## config.mk

```make
export PLATFORM = sky130hd
export DESIGN_NAME = fft_result_reader
export DESIGN_NICKNAME = d
export VERILOG_FILES = /design/src/rtl/fft_result_reader.sv
export SDC_FILE = /design/constraint.sdc
export NUM_CORES = 1
export LEC_CHECK = 0
export ABC_AREA = 1
export BUFFER_PORTS_ARGS = -buffer_cell sky130_fd_sc_hd__clkbuf_2
export CAP_MARGIN = 0
export CORE_MARGIN = 4
export CORE_UTILIZATION = 25
export CTS_BUF_LIST = sky130_fd_sc_hd__clkbuf_16
export DETAILED_ROUTE_END_ITERATION = 8
export GPL_TIMING_DRIVEN = 1
export REMOVE_ABC_BUFFERS = 1
export SYNTH_ARGS = -nofsm -noshare
export SYNTH_HDL_FRONTEND = slang
export SYNTH_SLANG_ARGS = --single-unit
```

## constraint.sdc

```tcl
create_clock -name iCLK -period 14.7 [get_ports iCLK]
set_input_delay 1.47 -clock iCLK [delete_from_list [all_inputs] [get_ports iCLK]]
set_output_delay 1.47 -clock iCLK [all_outputs]
set_load 0.005 [all_outputs]
```

## src/rtl/fft_result_reader.sv

```systemverilog
// ---------------------------------------------------------------------------
// fft_result_reader
//
// Streams the results of a radix-4 FFT out of its four result RAM banks.
// Points are read in bank-major order (k = bank*N_BANK + addr). The reads
// pass through an RD_LAT-deep valid pipeline that matches the RAM latency,
// then land in a small output FIFO that absorbs downstream back-pressure.
//
// Ports
//   iCLK, iRESET            clock, asynchronous active-high reset
//   iSTART                  one-cycle pulse, begins a readout (IDLE only)
//   oADDR_RD_0..3           per-bank read address; only the bank being read
//                           carries an address, the others are held at 0
//   iDATA_RE/IM_0..3        signed bank data, valid RD_LAT cycles after addr
//   oVALID / iREADY         output handshake (see below)
//   oDATA_RE / oDATA_IM     signed result word, passed through unmodified
//   oIDX                    point index of the presented word
//   oLAST                   presented word is point N-1
//   oBUSY                   readout in progress
//   oDONE                   one-cycle pulse after the final transfer
//   oSTATE                  debug view of the FSM state
//
// Handshake: a word transfers on a rising edge where oVALID and iREADY are
// both high. Once oVALID rises, it and the presented word stay constant
// until that transfer happens; iREADY may change freely.
// ---------------------------------------------------------------------------
module fft_result_reader #(
    parameter int N      = 4096,
    parameter int N_BANK = N / 4,
    parameter int A_BIT  = 10,
    parameter int D_BIT  = 17,
    parameter int RD_LAT = 2,
    parameter int DEPTH  = 4
) (
    input  logic                    iCLK,
    input  logic                    iRESET,
    input  logic                    iSTART,
    output logic [A_BIT-1:0]        oADDR_RD_0,
    output logic [A_BIT-1:0]        oADDR_RD_1,
    output logic [A_BIT-1:0]        oADDR_RD_2,
    output logic [A_BIT-1:0]        oADDR_RD_3,
    input  logic signed [D_BIT-1:0] iDATA_RE_0,
    input  logic signed [D_BIT-1:0] iDATA_RE_1,
    input  logic signed [D_BIT-1:0] iDATA_RE_2,
    input  logic signed [D_BIT-1:0] iDATA_RE_3,
    input  logic signed [D_BIT-1:0] iDATA_IM_0,
    input  logic signed [D_BIT-1:0] iDATA_IM_1,
    input  logic signed [D_BIT-1:0] iDATA_IM_2,
    input  logic signed [D_BIT-1:0] iDATA_IM_3,
    output logic                    oVALID,
    input  logic                    iREADY,
    output logic signed [D_BIT-1:0] oDATA_RE,
    output logic signed [D_BIT-1:0] oDATA_IM,
    output logic [$clog2(N)-1:0]    oIDX,
    output logic                    oLAST,
    output logic                    oBUSY,
    output logic                    oDONE,
    output logic [1:0]              oSTATE
);

    localparam int I_BIT = $clog2(N);
    localparam int PW    = (DEPTH > 1) ? $clog2(DEPTH) : 1;
    localparam int CNT_W = $clog2(DEPTH + 1);
    localparam int CW    = $clog2(RD_LAT + DEPTH + 1);

    typedef enum logic [1:0] {
        S_IDLE  = 2'd0,
        S_READ  = 2'd1,
        S_DRAIN = 2'd2,
        S_FIN   = 2'd3
    } state_t;

    state_t            state_q, state_d;
    logic [1:0]        bank_q, bank_d;
    logic [A_BIT-1:0]  addr_q, addr_d;
    logic [I_BIT-1:0]  idx_q, idx_d;

    // Read-valid pipeline: one stage per cycle of RAM latency.
    logic [RD_LAT-1:0] pv_q;
    logic [1:0]        pb_q [RD_LAT];
    logic [I_BIT-1:0]  pi_q [RD_LAT];

    // Output FIFO.
    logic signed [D_BIT-1:0] f_re_q  [DEPTH];
    logic signed [D_BIT-1:0] f_im_q  [DEPTH];
    logic [I_BIT-1:0]        f_idx_q [DEPTH];
    logic [PW-1:0]           wr_ptr_q, rd_ptr_q;
    logic [CNT_W-1:0]        count_q;

    logic                    issue;
    logic                    credit_ok;
    logic [CW-1:0]           out_cnt;
    logic                    push, pop, valid;
    logic signed [D_BIT-1:0] exit_re, exit_im;
    logic [I_BIT-1:0]        head_idx;
    logic                    head_last;

    function automatic logic [PW-1:0] ptr_inc(input logic [PW-1:0] p);
        if (p == PW'(DEPTH - 1)) begin
            return '0;
        end
        return p + PW'(1);
    endfunction

    // Reads still in flight count against FIFO space, so every issued read
    // is guaranteed a slot when its data comes back.
    always_comb begin
        out_cnt = '0;
        for (int i = 0; i < RD_LAT; i++) begin
            out_cnt = out_cnt + CW'(pv_q[i]);
        end
    end

    assign credit_ok = (out_cnt + CW'(count_q)) < CW'(DEPTH);
    assign issue     = (state_q == S_READ) && credit_ok;

    assign valid     = (count_q != '0);
    assign pop       = valid && iREADY;
    assign push      = pv_q[RD_LAT-1];
    assign head_idx  = f_idx_q[rd_ptr_q];
    assign head_last = (head_idx == I_BIT'(N - 1));

    // ------------------------------------------------------------------
    // FSM: next state and read counters
    // ------------------------------------------------------------------
    always_comb begin
        state_d = state_q;
        bank_d  = bank_q;
        addr_d  = addr_q;
        idx_d   = idx_q;
        case (state_q)
            S_IDLE: begin
                if (iSTART) begin
                    state_d = S_READ;
                    bank_d  = '0;
                    addr_d  = '0;
                    idx_d   = '0;
                end
            end
            S_READ: begin
                if (issue) begin
                    idx_d = idx_q + I_BIT'(1);
                    if (addr_q == A_BIT'(N_BANK - 1)) begin
                        addr_d = '0;
                        bank_d = bank_q + 2'd1;
                        if (bank_q == 2'd3) begin
                            state_d = S_DRAIN;
                        end
                    end else begin
                        addr_d = addr_q + A_BIT'(1);
                    end
                end
            end
            S_DRAIN: begin
                // The last word can only leave once nothing is in flight.
                if (pop && head_last && (pv_q == '0)) begin
                    state_d = S_FIN;
                end
            end
            S_FIN: begin
                state_d = S_IDLE;
            end
            default: begin
                state_d = S_IDLE;
            end
        endcase
    end

    always_ff @(posedge iCLK or posedge iRESET) begin
        if (iRESET) begin
            state_q <= S_IDLE;
            bank_q  <= '0;
            addr_q  <= '0;
            idx_q   <= '0;
        end else begin
            state_q <= state_d;
            bank_q  <= bank_d;
            addr_q  <= addr_d;
            idx_q   <= idx_d;
        end
    end

    // ------------------------------------------------------------------
    // Bank addresses: only the bank being read this cycle sees an address.
    // ------------------------------------------------------------------
    always_comb begin
        oADDR_RD_0 = '0;
        oADDR_RD_1 = '0;
        oADDR_RD_2 = '0;
        oADDR_RD_3 = '0;
        if (issue) begin
            case (bank_q)
                2'd0:    oADDR_RD_0 = addr_q;
                2'd1:    oADDR_RD_1 = addr_q;
                2'd2:    oADDR_RD_2 = addr_q;
                default: oADDR_RD_3 = addr_q;
            endcase
        end
    end

    // ------------------------------------------------------------------
    // Read-valid pipeline
    // ------------------------------------------------------------------
    always_ff @(posedge iCLK or posedge iRESET) begin
        if (iRESET) begin
            pv_q <= '0;
            for (int i = 0; i < RD_LAT; i++) begin
                pb_q[i] <= '0;
                pi_q[i] <= '0;
            end
        end else begin
            pv_q[0] <= issue;
            pb_q[0] <= bank_q;
            pi_q[0] <= idx_q;
            for (int i = 1; i < RD_LAT; i++) begin
                pv_q[i] <= pv_q[i-1];
                pb_q[i] <= pb_q[i-1];
                pi_q[i] <= pi_q[i-1];
            end
        end
    end

    // Pick the returning bank's data as the read leaves the pipeline.
    always_comb begin
        exit_re = iDATA_RE_0;
        exit_im = iDATA_IM_0;
        case (pb_q[RD_LAT-1])
            2'd1: begin
                exit_re = iDATA_RE_1;
                exit_im = iDATA_IM_1;
            end
            2'd2: begin
                exit_re = iDATA_RE_2;
                exit_im = iDATA_IM_2;
            end
            2'd3: begin
                exit_re = iDATA_RE_3;
                exit_im = iDATA_IM_3;
            end
            default: begin
                exit_re = iDATA_RE_0;
                exit_im = iDATA_IM_0;
            end
        endcase
    end

    // ------------------------------------------------------------------
    // Output FIFO (push and pop may complete in the same cycle)
    // ------------------------------------------------------------------
    always_ff @(posedge iCLK or posedge iRESET) begin
        if (iRESET) begin
            wr_ptr_q <= '0;
            rd_ptr_q <= '0;
            count_q  <= '0;
            for (int i = 0; i < DEPTH; i++) begin
                f_re_q[i]  <= '0;
                f_im_q[i]  <= '0;
                f_idx_q[i] <= '0;
            end
        end else begin
            if (push) begin
                f_re_q[wr_ptr_q]  <= exit_re;
                f_im_q[wr_ptr_q]  <= exit_im;
                f_idx_q[wr_ptr_q] <= pi_q[RD_LAT-1];
                wr_ptr_q          <= ptr_inc(wr_ptr_q);
            end
            if (pop) begin
                rd_ptr_q <= ptr_inc(rd_ptr_q);
            end
            if (push && !pop) begin
                count_q <= count_q + CNT_W'(1);
            end else if (!push && pop) begin
                count_q <= count_q - CNT_W'(1);
            end
        end
    end

    // A push into a full FIFO means the credit check is broken.
    assert property (@(posedge iCLK) disable iff (iRESET)
        !(push && (count_q == CNT_W'(DEPTH))));

    // ------------------------------------------------------------------
    // Outputs: data fields read as zero whenever no word is presented.
    // ------------------------------------------------------------------
    assign oVALID   = valid;
    assign oDATA_RE = valid ? f_re_q[rd_ptr_q] : '0;
    assign oDATA_IM = valid ? f_im_q[rd_ptr_q] : '0;
    assign oIDX     = valid ? head_idx : '0;
    assign oLAST    = valid && head_last;
    assign oBUSY    = (state_q == S_READ) || (state_q == S_DRAIN);
    assign oDONE    = (state_q == S_FIN);
    assign oSTATE   = state_q;

endmodule

```

Word level (Yosys, flattened, before mapping)
Index checks and enable logic that the tools add are counted.
{"block": "classes", "addsub": 9, "n_mul": 0, "div_mod_pow": 0, "magnitude_cmp": 4, "eq_ne": 18, "shifts": 0, "n_mux": 56, "bitwise": 2, "reduce_logical": 21}
{"cell": "68-bit bitwise mux", "n": 2}
{"cell": "17-bit 2-to-1 mux", "n": 7}
{"cell": "10-bit 2-to-1 mux", "n": 11}
{"cell": "17-bit case mux with 3 select lines", "n": 2}
{"cell": "12-bit 2-to-1 mux", "n": 6}
{"cell": "17-bit binary-select mux with 2-bit select", "n": 2}
{"cell": "48-bit bitwise mux", "n": 1}
{"cell": "17-bit demux with 2-bit select", "n": 1}
{"cell": "12-bit binary-select mux with 2-bit select", "n": 1}
{"cell": "12-bit demux with 2-bit select", "n": 1}
{"cell": "2-bit 2-to-1 mux", "n": 12}
{"cell": "12-bit case mux with 2 select lines", "n": 1}
{"cell": "10-bit case mux with 2 select lines", "n": 1}
{"cell": "2-bit == test, second input constant", "n": 8}
{"cell": "12-bit by 1-bit adder with 12-bit output, second input constant", "n": 1}
{"cell": "12-bit == test, second input constant", "n": 1}
{"cell": "10-bit by 1-bit adder with 10-bit output, second input constant", "n": 1}
{"cell": "10-bit == test, second input constant", "n": 1}
{"cell": "2-bit inequality test, second input constant", "n": 5}
{"cell": "1-bit logical AND", "n": 8}
{"cell": "2-bit case mux with 4 select lines", "n": 1}
{"cell": "2-bit by 1-bit adder with 2-bit output, second input constant", "n": 3}
{"cell": "2-bit by 1-bit == test with 1-bit output, second input constant", "n": 3}
{"cell": "3-bit greater-or-equal comparator, second input constant", "n": 2}
{"cell": "other kinds (19)", "n": 28}
{"block": "word_totals", "ff_bits": 247, "latchBits": 0, "ram_bits": 0, "rom_bits": 0, "output_inout_bits": 92, "wordCells": 134, "n_memories": 0}

Longest topological paths before layout
Gate-level depths: netlist of the first run.
{"block": "depth", "word_depth": 9, "mapped_depth": 14, "ltp_nobuf": 12}

Worst setup path before layout of the first run
OpenSTA, ideal clock, no wires.
{"block": "synth_timing", "path_type": "register to output", "start": "register count_q[0]", "end": "output oADDR_RD_0[0]", "arrival_time_ns": 1.448, "setup_slack_ns": 11.782, "path_stages_with_launch": 12, "path_buffers": 1, "cell_sequence": "dfrtp_1 -> ha_1 -> nand2_1 -> nand2_1 -> nand2_1 -> nand2_1 -> nand2_1 -> nand2_1 -> inv_1 -> buf_2 -> nand2_1 -> nor2_1"}
{"block": "synth_via", "elab_chain_cells": 4}
{"element": "from (decl)", "line": "88", "rtl": "logic [CNT_W-1:0] count_q;"}
{"element": "from (signal assigned)", "line": "271", "rtl": "count_q <= count_q + CNT_W'(1);"}
{"element": "from (signal assigned)", "line": "273", "rtl": "count_q <= count_q - CNT_W'(1);"}
{"element": "2-bit by 3-bit adder with 3-bit output", "line": "114", "rtl": "assign credit_ok = (out_cnt + CW'(count_q)) < CW'(DEPTH);"}
{"element": "3-bit < comparator", "line": "114"}
{"element": "1-bit logical AND", "line": "115", "rtl": "assign issue = (state_q == S_READ) && credit_ok;"}
{"element": "net issue", "line": "90", "rtl": "logic issue;"}
{"element": "10-bit 2-to-1 mux", "line": "191", "rtl": "if (issue) begin"}
{"element": "to (decl)", "line": "38", "rtl": "output logic [A_BIT-1:0] oADDR_RD_0,"}
The timed path passes the listed nets, and every way through them passes these cells.

Final worst setup path of the first run
{"block": "layout_timing", "start": "register rd_ptr_q[0]", "end": "output oLAST"}
{"block": "layout_via", "elab_chain_cells": 6}
{"element": "from (decl)", "line": "87", "rtl": "logic [PW-1:0] wr_ptr_q, rd_ptr_q;"}
{"element": "from (signal assigned)", "line": "268", "rtl": "rd_ptr_q <= ptr_inc(rd_ptr_q);"}
{"element": "2-bit inverter with 3-bit output (implied by the code)", "line": "120", "rtl": "assign head_idx = f_idx_q[rd_ptr_q];"}
{"element": "12-bit binary-select mux with 2-bit select", "line": "120"}
{"element": "12-bit 2-to-1 mux (implied by the code) (2 in series)", "line": "120"}
{"element": "12-bit == test", "line": "121", "rtl": "assign head_last = (head_idx == I_BIT'(N - 1));"}
{"element": "1-bit logical AND", "line": "289", "rtl": "assign oLAST = valid && head_last;"}
{"element": "to (decl)", "line": "55", "rtl": "output logic oLAST,"}
Every way passes these cells. The select of a mux whose other input is x is not followed.

==> results.md, run 1 <==
* DR vias/cell at between 4 and 5
* Layout cells sized above 1 at between 10% and 20%
* Reg2reg start: pb_q[0]$_DFF_PP0_
* Flops & latches, synth at around 250
* RSZ-0062 raised after global routing: false
* Slew margin rel. at between 20% and 30%
* Hpwl dp at between 20000 and 25000 um
* Total grt overflow at 0
* Worst IR drop on VDD at around 0.000094 V
* Critical path launch point type: register
* Total negative slack at 0 ns
* Actual slew at the worst max-slew pin at 1.052 ns
* Rows at 79
* Vias at roughly 11k
* Post-Syn Area at ~12000 um2
* Skew-Pair Late Insertion Delay at about 0.52 ns
* Tot Pwr at a little under 3 mW
* Largest family of logic cells by synthesized area: simple AND/OR/NAND/NOR gates
* Syn avg cell area at around 7.9 um2
* Final Net Count at approximately 1.8k
* CP Class: register to primary output
* Fillers at approximately 5.0k
* Cell Area, Placed at 13550 um2
* Post-Synth Adder-Cell Area at 2.049%
* Distinct cells, synth at 39
* Final setup viols at 0
* # IOs at around 230
* Post-CTS Setup Repair Bufs at 0
* Num CTS Buffers at 26
* Worst Hold Class: register to register
* Drt initial violations at about 900
* Post-DRT Antenna Nets at 0
* Largest net degree at the start of global routing at roughly 100
* Slew Limit Fails at 0
* Reg2reg setup slack at roughly 12 ns
* Mean routed wirelength per cell at about 15 um
* Starting Density at around a quarter
* Worst setup endpoint: oLAST
* Outcome: finished clean
* Commonest non-fill, non-tap cell in the layout: nand2_1
* Pwr dens at between 200 and 250 nW/um2
* Most frequent cells in the layout: 365 x nand2_1, 323 x o21ai_0, 245 x dfrtp_1
* Hold wc startpoint: pb_q[2]$_DFF_PP0_
* Mux share of post-synthesis cell area at less than 1%
* Fin. Hold Viols at 0
* Number of synthesis warnings at 0
* Die Ht at approximately 230 um
* Die area at 51440 um2
* First-pass GRT wire length at 55060 um
* Port Buf Inserts at between 200 and 250
* Worst setup EP type: primary output
* Multi-input logic area at 5127 um2
* CP arrival at ~3.2 ns
* Crit share post-route at 31.93%
* TritonRoute pass-1 iters at 5
* Skew final at just over 0.009 ns
* FMAX at 213.0 MHz
* Clock-pin slew on the worst setup and hold paths at ~0.060 ns
* Placeable Area at between 40000 and 50000 um2
* Worst r2r dst: f_re_q[16]$_DFFE_PP0P_
* CTS hold repair buffers at 0
* Primary FF master, synth: dfrtp_1
* CP startpoint: rd_ptr_q[0]$_DFFE_PP0P_
* Post-route cell area at ~14000 um2
* CTS sink cnt at 247
* LEAKAGE at approximately 6.8 nW
* Sequential share of the synthesized area at roughly half
* Synth Instances at around 1.5k
* RePlAce Congestion at between 0.7 and 0.8
* DRC Markers at 0
* EDFF count, synth at 0
* Htree depth at 1
* XOR/XNOR Fraction of Synth Area at less than 1%
* CTS Buffer Depth at 3
* TritonCTS clock tree: done
* Drt total wl at around 35000 um
* Syn-to-layout area delta at 19.79%
* Antenna violations before repair at 3
* FF+latch area at just over 6000 um2
* PostCTS Resize Cnt at 0
* Crit path time final at 4.694 ns
* GRT Total Usage at 13.10%
* Die Wd at ~230 um
* Maximum fanout along the worst path at slightly below 100
* Reg2Reg Depth at 5
* Worst EP required at about 13 ns
* CTS root buf: clkbuf_16
* Number of global-route vias before repair at ~10k
* MaxCap Viol Count at 0
* Synth Area in Compound Gates at 17.02%
* Hold WS at between 0.3 and 0.4 ns
* Asr flop ratio synth at between 90% and 100%
* Inserted Diodes at 0
* Simple-gate share of the synthesized area at 22.85%
==> power by group <==
| group | internal (mW) | switching [mW] | total [mW] |
|---|---|---|---|
| clock network | 0.347 | 0.262 | 0.609 |
| registers | 0.936 | 0.147 | 1.08 |
| logic | 0.421 | 0.852 | 1.27 |
==> sequential cells by signal, summed over array words and instances (netlist names) <==
signal	cells
pb_q	4
f_im_q	68
idx_q	12
pi_q	24
addr_q	10
wr_ptr_q	2
pv_q	2
f_idx_q	48
oSTATE	2
count_q	3
rd_ptr_q	2
f_re_q	68
bank_q	2
==> kinds of logic (layout without fill, tap and decap cells) <==
kind of cell	after synthesis	after routing
mux	1	1
flops	247	247
fa+ha+maj	19	19
simple gates	684	684
compound gates	398	398
buf+inv	158	350
xor+xnor	7	7
==> per-layer routing <==
layer / vias up / track usage (%) / share of wire [%]
li1: 5306 / - / -
met1: 5086 / 17.70 / 45
met2: 344 / 22.69 / 47
met3: 40 / 2.434 / 6.3
met4: 6 / 1.434 / 1.1
met5: - / 0 / 0.098
==> synthesized netlist by cell type (3+ instances only) <==
master    number  share of area (%)
a21oi_1       47                2.0
buf_1          7               0.22
buf_2         13               0.54
buf_4          4               0.25
buf_6          7               0.66
clkbuf_1      63                2.0
clkinv_1       5               0.16
dfrtp_1      247                 52
ha_1          18                1.9
inv_1         53                1.7
inv_2          3              0.094
nand2_1      369                 12
nand2_2        3               0.16
nand3_1       66                2.8
nand4_1        6               0.31
nor2_1       218                6.8
nor3_1         9               0.38
nor3_2         4               0.33
o211ai_1       6               0.38
o21ai_0      323                 14
o21ai_1       10               0.42
o22ai_1        3               0.16
o31ai_1        3               0.19
or2_2          3               0.16
xor2_1         6               0.44
==> final cells by class <==
cell class	count	area share [%]
Multi-Input combinational cell	1109	35.77
Clock inverter	20	0.7593
Sequential cell	247	43.15
Tap cell	607	5.298
Inverter	62	1.728
Clock buffer	27	4.713
Timing Repair Buffer	241	8.588
==> critical path, stage by stage (launching register included) <==
cell and delay (ns):
dfrtp_4 0.39, buf_4 0.79, inv_8 0.41, nand2_1 0.17, o211ai_1 0.11, nand2_1 0.11
nand2_1 0.05, nor2_1 0.11, nand2_1 0.07, nor2_1 0.26, clkbuf_2 0.18
==> metrics by stage <==
step	util, %	worst slack (ns)	instances
finish	30.53	10.01	2313
global route	30.53	9.763	2313
CTS	30.53	10.02	2313
detailed placement	28.86	10.61	2266
global placement	28.86	10.63	2266
floorplan	-	6.443	1418
==> worst min-delay path by stage <==
stage                             end  slack [ns]  cells after the start
CTS                 pi_q[9]$_DFF_PP0_        0.34                      0
finish              pb_q[0]$_DFF_PP0_        0.34                      0
detailed placement  pb_q[1]$_DFF_PP0_        0.33                      0
global route        pi_q[9]$_DFF_PP0_        0.35                      0
global placement    pb_q[0]$_DFF_PP0_        0.33                      0
floorplan           pb_q[0]$_DFF_PP0_        0.33                      0
Note: power is estimated with default switching activity, not from simulation.
==> run 2, diff against run 1 <==
Clock period 14.7 ns to 4 ns, I/O delays scaled along.
==> results.md, run 2 (synthesized netlist as in run 1, its figures left out) <==
* Outcome: finished clean
* Worst setup endpoint: oLAST
* Worst IR drop on VDD at 0.0003116 V (+230%)
* Maximum fanout along the worst path at 99 (unchanged)
* Total grt overflow at 0 (unchanged)
* Worst r2r dst: f_re_q[10]$_DFFE_PP0P_
* Commonest non-fill, non-tap cell in the layout: nand2_1
* Post-DRT Antenna Nets at 0 (unchanged)
* Clock-pin slew on the worst setup and hold paths at 0.06 ns (about the same)
* CTS Buffer Depth at 3 (unchanged)
* Pwr dens at 761.3 nW/um2 (+270%)
* LEAKAGE at 6.807 nW (+0.27%)
* Switching share of power at 42.66% (+0.14 points)
* Top Registers: f_im_q x68, f_re_q x68, f_idx_q x48
* CP Class: register to primary output
* Die area at 51440 um2 (unchanged)
* Most frequent cells in the layout: 365 x nand2_1, 323 x o21ai_0, 245 x dfrtp_1
* Die Wd at 226.8 um (unchanged)
* Fillers at 5057 (+0.88%)
* Rows at 79 (unchanged)
* PostCTS Resize Cnt at 0 (unchanged)
* Drt total wl at 35710 um (+2.6%)
* Htree depth at 1 (unchanged)
* Actual slew at the worst max-slew pin at 0.9750 ns (-0.07664 ns)
* GRT Total Usage at 13.39% (+0.29 points)
* Syn-to-layout area delta at 20.10%
* Port Buf Inserts at 231 (unchanged)
* Reg power frac at 37.7% (+1.2 points)
* Reg2reg start: pb_q[0]$_DFF_PP0_
* Critical path launch point type: register
* Combinational power share at 41.7% (-1.2 points)
* RePlAce Congestion at 0.8202 (+4.5%)
* P_sw at 4.668 mW (+270%)
* CP startpoint: rd_ptr_q[0]$_DFFE_PP0P_
* Num CTS Buffers at 26 (unchanged)
* Slew margin rel. at 35.00% (+5.2 points)
* TritonCTS clock tree: done
* Skew-Pair Late Insertion Delay at 0.52 ns (about the same)
* Skew final at 0.01046 ns (+0.001390 ns)
* Number of global-route vias before repair at 10.55k (+2.5%)
* Crit path time final at between 3 and 4 ns
* Crit share post-route at 82.03%
* Largest net degree at the start of global routing at 129 (+26%)
* Slew Limit Fails at 0 (unchanged)
* DR vias/cell at 4.659 (about the same)
* Final setup margin at 0.7187 ns (-9.287 ns)
* TritonRoute pass-1 iters at 5 (unchanged)
* Drt initial violations at 773 (-16%)
* Inserted Diodes at 0 (unchanged)
* Clk pwr share at 20.6% (about the same)
* Hold WS at 0.06352 ns (-0.2756 ns)
* MaxCap Viol Count at 0 (unchanged)
* Hpwl dp at 23570 um (+4.1%)
* Post-CTS Setup Repair Bufs at 0 (unchanged)
* Int Power at 6.275 mW (+270%)
* Placeable Area at 46950 um2 (unchanged)
* Starting Density at 25.49% (unchanged)
* CTS hold repair buffers at 0 (unchanged)
* Mean routed wirelength per cell at 15.43 um (+2.5%)
* DRC Markers at 0 (unchanged)
* Final setup viols at 0 (unchanged)
* Worst EP required at 3.60 ns (-9.63 ns)
* # IOs at 232 (unchanged)
* Worst Hold Class: input port to asynchronous set/reset pin
* Worst setup EP type: primary output
* First-pass GRT wire length at 56230 um (+2.1%)
* Die Ht at 226.8 um (unchanged)
* Layout cells sized above 1 at 18.21% (+0.39 points)
* Final Net Count at 1848 (+0.11%)
* CTS sink cnt at 247 (unchanged)
* RSZ-0062 raised after global routing: false
* FMAX at a little over 300 MHz
* Reg2reg setup slack at 1.41 ns (-10.38 ns)
* Reg2Reg Depth at 5 (unchanged)
* Setup Slack @ Placement at 1.256 ns (-9.353 ns)
* CTS root buf: clkbuf_16
* CP arrival at 2.88 ns (-0.34 ns)
* Vias at 10.79k (+0.037%)
* Antenna violations before repair at 4 (+1)
* Fin. Hold Viols at 0 (unchanged)
* Final Util at 30.61% (+0.080 points)
-- run 2: changes by cell type in the layout (fill, tap and decap cells not counted), sizes merged --
cell,before,now
inv,64,63
buf,10,12
clkinv,17,18
-- run 2: worst min path at each step --
stage / endpoint / slack [ns] / start / cells after the start
after global placement: pi_q[2]$_DFF_PP0_ / 0.33 / pi_q[14]$_DFF_PP0_ / 0
after CTS: f_idx_q[12]$_DFFE_PP0P_ / 0.13 / iRESET / 2
final: pi_q[3]$_DFF_PP0_ / 0.06 / iRESET / 2
after detailed placement: pi_q[11]$_DFF_PP0_ / 0.33 / pi_q[23]$_DFF_PP0_ / 0
after floorplan: pb_q[0]$_DFF_PP0_ / 0.33 / pb_q[2]$_DFF_PP0_ / 0
after global routing: pi_q[3]$_DFF_PP0_ / 0.15 / iRESET / 2
-- run 2: layout make-up --
class	count	area (um2)	share of cell area [%]
clock buffer	27	675.6	4.701
tap	607	759.5	5.284
multi-input combinational	1109	5127	35.67
timing repair buffer	243	1259	8.757
sequential	247	6186	43.04
clock inverter	20	118.9	0.8269
inverter	62	247.7	1.724
-- run 2: worst max-delay path, stage by stage, from the launching register on --
cell,delay [ns]
dfrtp_4,0.74
inv_8,0.48
nand2_1,0.11
nand3_1,0.09
nand2_1,0.08
nor2_1,0.14
nand2_1,0.08
nor2_2,0.16
nand2_1,0.06
nor2_1,0.22
clkbuf_2,0.17
-- run 2: through the flow --
step           setup TNS, ns  instances  area, um2  power, mW
5_1_grt                    0       2315      14370      11.94
3_5_place_dp               0       2268      13580      8.804
6_report                   0       2315      14370      10.94
4_1_cts                    0       2315      14370      11.11
2_1_floorplan        -787.98       1418      11510      6.790
3_3_place_gp               0       2268      13580      8.662
-- run 2: power by group through the flow --
stage               Clock, mW  Sequential (mW)  Combinational [mW]
floorplan                   0             3.99                2.80
global placement            0             4.12                4.54
detailed placement          0             4.16                4.65
CTS                      2.32             4.12                4.67
global route             2.42             4.25                5.27
finish                   2.25             4.13                4.56
-- run 2: metal layers --
metal / vias to the layer above / GRT usage [%] / share of wire, %
met5: - / 0 / 0.11
met4: 8 / 2.042 / 1.7
met3: 42 / 2.874 / 6.3
met1: 5129 / 17.19 / 44
li1: 5301 / - / -
met2: 306 / 23.70 / 48
==> run 3, diff against run 2 <==
Clock period 4 ns to 3.4 ns, I/O delays scaled along.
==> results.md, run 3 (synthesized netlist as in run 1, its figures left out) <==
* Outcome: finished clean
* Fillers at 4993 (-1.3%)
* Multi-input logic area at 5127 um2 (unchanged)
* Combinational power share at 42.0% (+0.3 points)
* Drt initial violations at 799 (+3.4%)
* Vias at 10.76k (-0.22%)
* Number of global-route vias before repair at 10.58k (+0.31%)
* DRC Markers at 0 (unchanged)
* Num CTS Buffers at 27 (+3.8%)
* Tot Pwr at 13.00 mW (+19%)
* RSZ-0062 raised after global routing: false
* RePlAce Congestion at 0.8483 (+3.4%)
* Worst path most repeated cell: nand2_1
* Fin. Hold Viols at 0 (unchanged)
* GRT Total Usage at 13.31% (-0.082 points)
* Int Power at 7.494 mW (+19%)
* Layout cells sized above 1 at 18.37% (+0.16 points)
* Switching share of power at 42.35% (-0.31 points)
* Worst path bufs/invs at 2 (unchanged)
* Total grt overflow at 0 (unchanged)
* P_sw at 5.504 mW (+18%)
* Crit path time final at slightly above 3 ns
* Critical-path cell list: inv_8 -> nand2_1 -> nand3_1 -> nand2_1 -> nor2_1 -> nand2_1 -> nor2_2 -> nand2_1 -> nor2_1 -> clkbuf_2
* CP Class: register to primary output
* Worst IR drop on VDD at 0.0004352 V (+40%)
* Worst EP required at 3.06 ns (-0.54 ns)
* Worst setup EP type: primary output
* Die Ht at 226.8 um (unchanged)
* TritonCTS clock tree: done
* MaxCap Viol Count at 0 (unchanged)
* Cell Area, Placed at 13630 um2 (+0.41%)
* Hold WS at 0.2067 ns (+0.1432 ns)
* Reg2reg start: rd_ptr_q[0]$_DFFE_PP0P_
* GR Util met3 at 2.822% (-0.052 points)
* Commonest non-fill, non-tap cell in the layout: nand2_1
* Post-route cell area at 14480 um2 (+0.75%)
* Largest net degree at the start of global routing at 100 (-22%)
* FF+latch area at 6186 um2 (unchanged)
* Starting Density at 25.49% (unchanged)
* CP max stage delay at 0.65 ns (-0.09 ns)
* Antenna violations before repair at 3 (-1)
* Met1 usage at 17.80% (+0.61 points)
* # IOs at 232 (unchanged)
* Slew margin rel. at 34.25% (-0.75 points)
* CTS sink cnt at 247 (unchanged)
* DR vias/cell at 4.635 (-0.52%)
* Actual slew at the worst max-slew pin at 0.9862 ns (+0.01125 ns)
* Skew final at 0.01028 ns (-0.0001831 ns)
* Post-DRT Antenna Nets at 0 (unchanged)
* CP startpoint: rd_ptr_q[0]$_DFFE_PP0P_
* CTS Buffer Depth at 3 (unchanged)
* Final setup viols at 0 (unchanged)
* Syn-to-layout area delta at 21.00%
* GR peak layer: met2
* Final Net Count at 1854 (+0.32%)
* CP max-delay cell: dfrtp_4
* Total negative slack at 0 ns (unchanged)
* CP arrival at 2.77 ns (-0.11 ns)
* Placeable Area at 46950 um2 (unchanged)
* Pwr dens at 897.6 nW/um2 (+18%)
* Final Util at 30.84% (+0.23 points)
* Slew Limit Fails at 0 (unchanged)
* Clock-pin slew on the worst setup and hold paths at 0.06 ns (about the same)
* CTS root buf: clkbuf_16
* Worst Hold Class: input port to register
* First-pass GRT wire length at 55830 um (-0.71%)
* Rows at 79 (unchanged)
* Drt total wl at 35270 um (-1.2%)
* Die Wd at 226.8 um (unchanged)
* Htree depth at 1 (unchanged)
* Inserted Diodes at 0 (unchanged)
* Top Registers: f_im_q x68, f_re_q x68, f_idx_q x48
* Hpwl dp at 23360 um (-0.91%)
* Maximum fanout along the worst path at 99 (unchanged)
* Post-CTS Setup Repair Bufs at 0 (unchanged)
* Clk pwr share at 21.4% (+0.8 points)
* TritonRoute pass-1 iters at 5 (unchanged)
* Critical path launch point type: register
* Most frequent cells in the layout: 365 x nand2_1, 323 x o21ai_0, 245 x dfrtp_1
* Hold wc startpoint: iDATA_IM_0[7]
* Die area at 51440 um2 (unchanged)
* Crit share post-route at slightly above 90%
* Skew-Pair Late Insertion Delay at 0.53 ns (about the same)
* Met2 usage at 22.50% (-1.2 points)
* Port Buf Inserts at 231 (unchanged)
* Reg power frac at 36.6% (-1.1 points)
* Mean routed wirelength per cell at 15.19 um (-1.5%)
* Crit path max-delay family: simple AND/OR/NAND/NOR gates
* FMAX at 321.0 MHz
* LEAKAGE at 6.843 nW (+0.52%)
==> run 3: cell count changes in the layout (fill, tap and decap cells not counted), sizes merged <==
| cell | delta |
|---|---|
| buf | +4 |
| bufinv | +1 |
| clkinv | +3 |
| clkinvlp | +1 |
| dlygate4sd3 | +1 |
| inv | -3 |
==> run 3: per-layer routing <==
| metal | routed length, um | share of wire [%] | up-vias |
|---|---|---|---|
| met2 | 16020 | 45 | 306 |
| li1 | - | - | 5321 |
| met1 | 16140 | 46 | 5080 |
| met4 | 762 | 2.2 | 6 |
| met5 | 39 | 0.11 | - |
| met3 | 2303 | 6.5 | 49 |
==> run 3: worst register-to-register path: stages, from the launching register on <==
cell and delay, ns:
dfrtp_4 0.65, inv_8 0.46, nand2_1 0.14, nand3_1 0.09, nand2_1 0.07, nor2_1 0.12
nand2_1 0.07, nor2_2 0.16, nand3_1 0.18, nand2_2 0.13, nand2_2 0.05, nand2_1 0.06
nand2_1 0.05
==> run 3: area by class of cell <==
type                       count  share of cell area (%)
timing repair buffer         248                   9.141
clock inverter                22                   1.115
clock buffer                  27                   4.666
tap                          607                   5.245
multi-input combinational   1109                   35.41
inverter                      62                   1.711
sequential                   247                   42.72
==> run 3: timing repair <==
action                                 4_1_cts  5_1_grt
endpoints found under the hold margin       56        0
resized for setup                            0        0
hold buffers                                 1        0
==> run 3: path summary, 6_finish.rpt <==
path	end	slack [ns]	cells after the start
max in group asynchronous	f_im_q[4]$_DFFE_PP0P_	1.91	5
setup reg to reg	oSTATE[1]$_DFFE_PP0P_	1.05	12
setup / recovery	oLAST	0.29	10
min in group asynchronous	idx_q[2]$_DFFE_PP0P_	0.40	3
hold / removal	f_im_q[58]$_DFFE_PP0P_	0.21	3
hold reg to reg	pi_q[7]$_DFF_PP0_	0.35	0
==> run 3: through the flow <==
| stage | setup WS [ns] | instances |
|---|---|---|
| after floorplan | -3.727 | 1418 |
| after global placement | 0.8479 | 2272 |
| after detailed placement | 0.8035 | 2272 |
| after CTS | 0.2307 | 2322 |
| after global routing | 0.02795 | 2322 |
| final | 0.2850 | 2322 |
==> run 3: power groups by stage <==
stage	logic (mW)	clock network, mW	registers [mW]
final	5.45	2.78	4.76
after global routing	6.30	2.99	4.91
after CTS	5.59	2.87	4.76
after detailed placement	5.57	0	4.80
after global placement	5.43	0	4.75
after floorplan	3.29	0	4.70
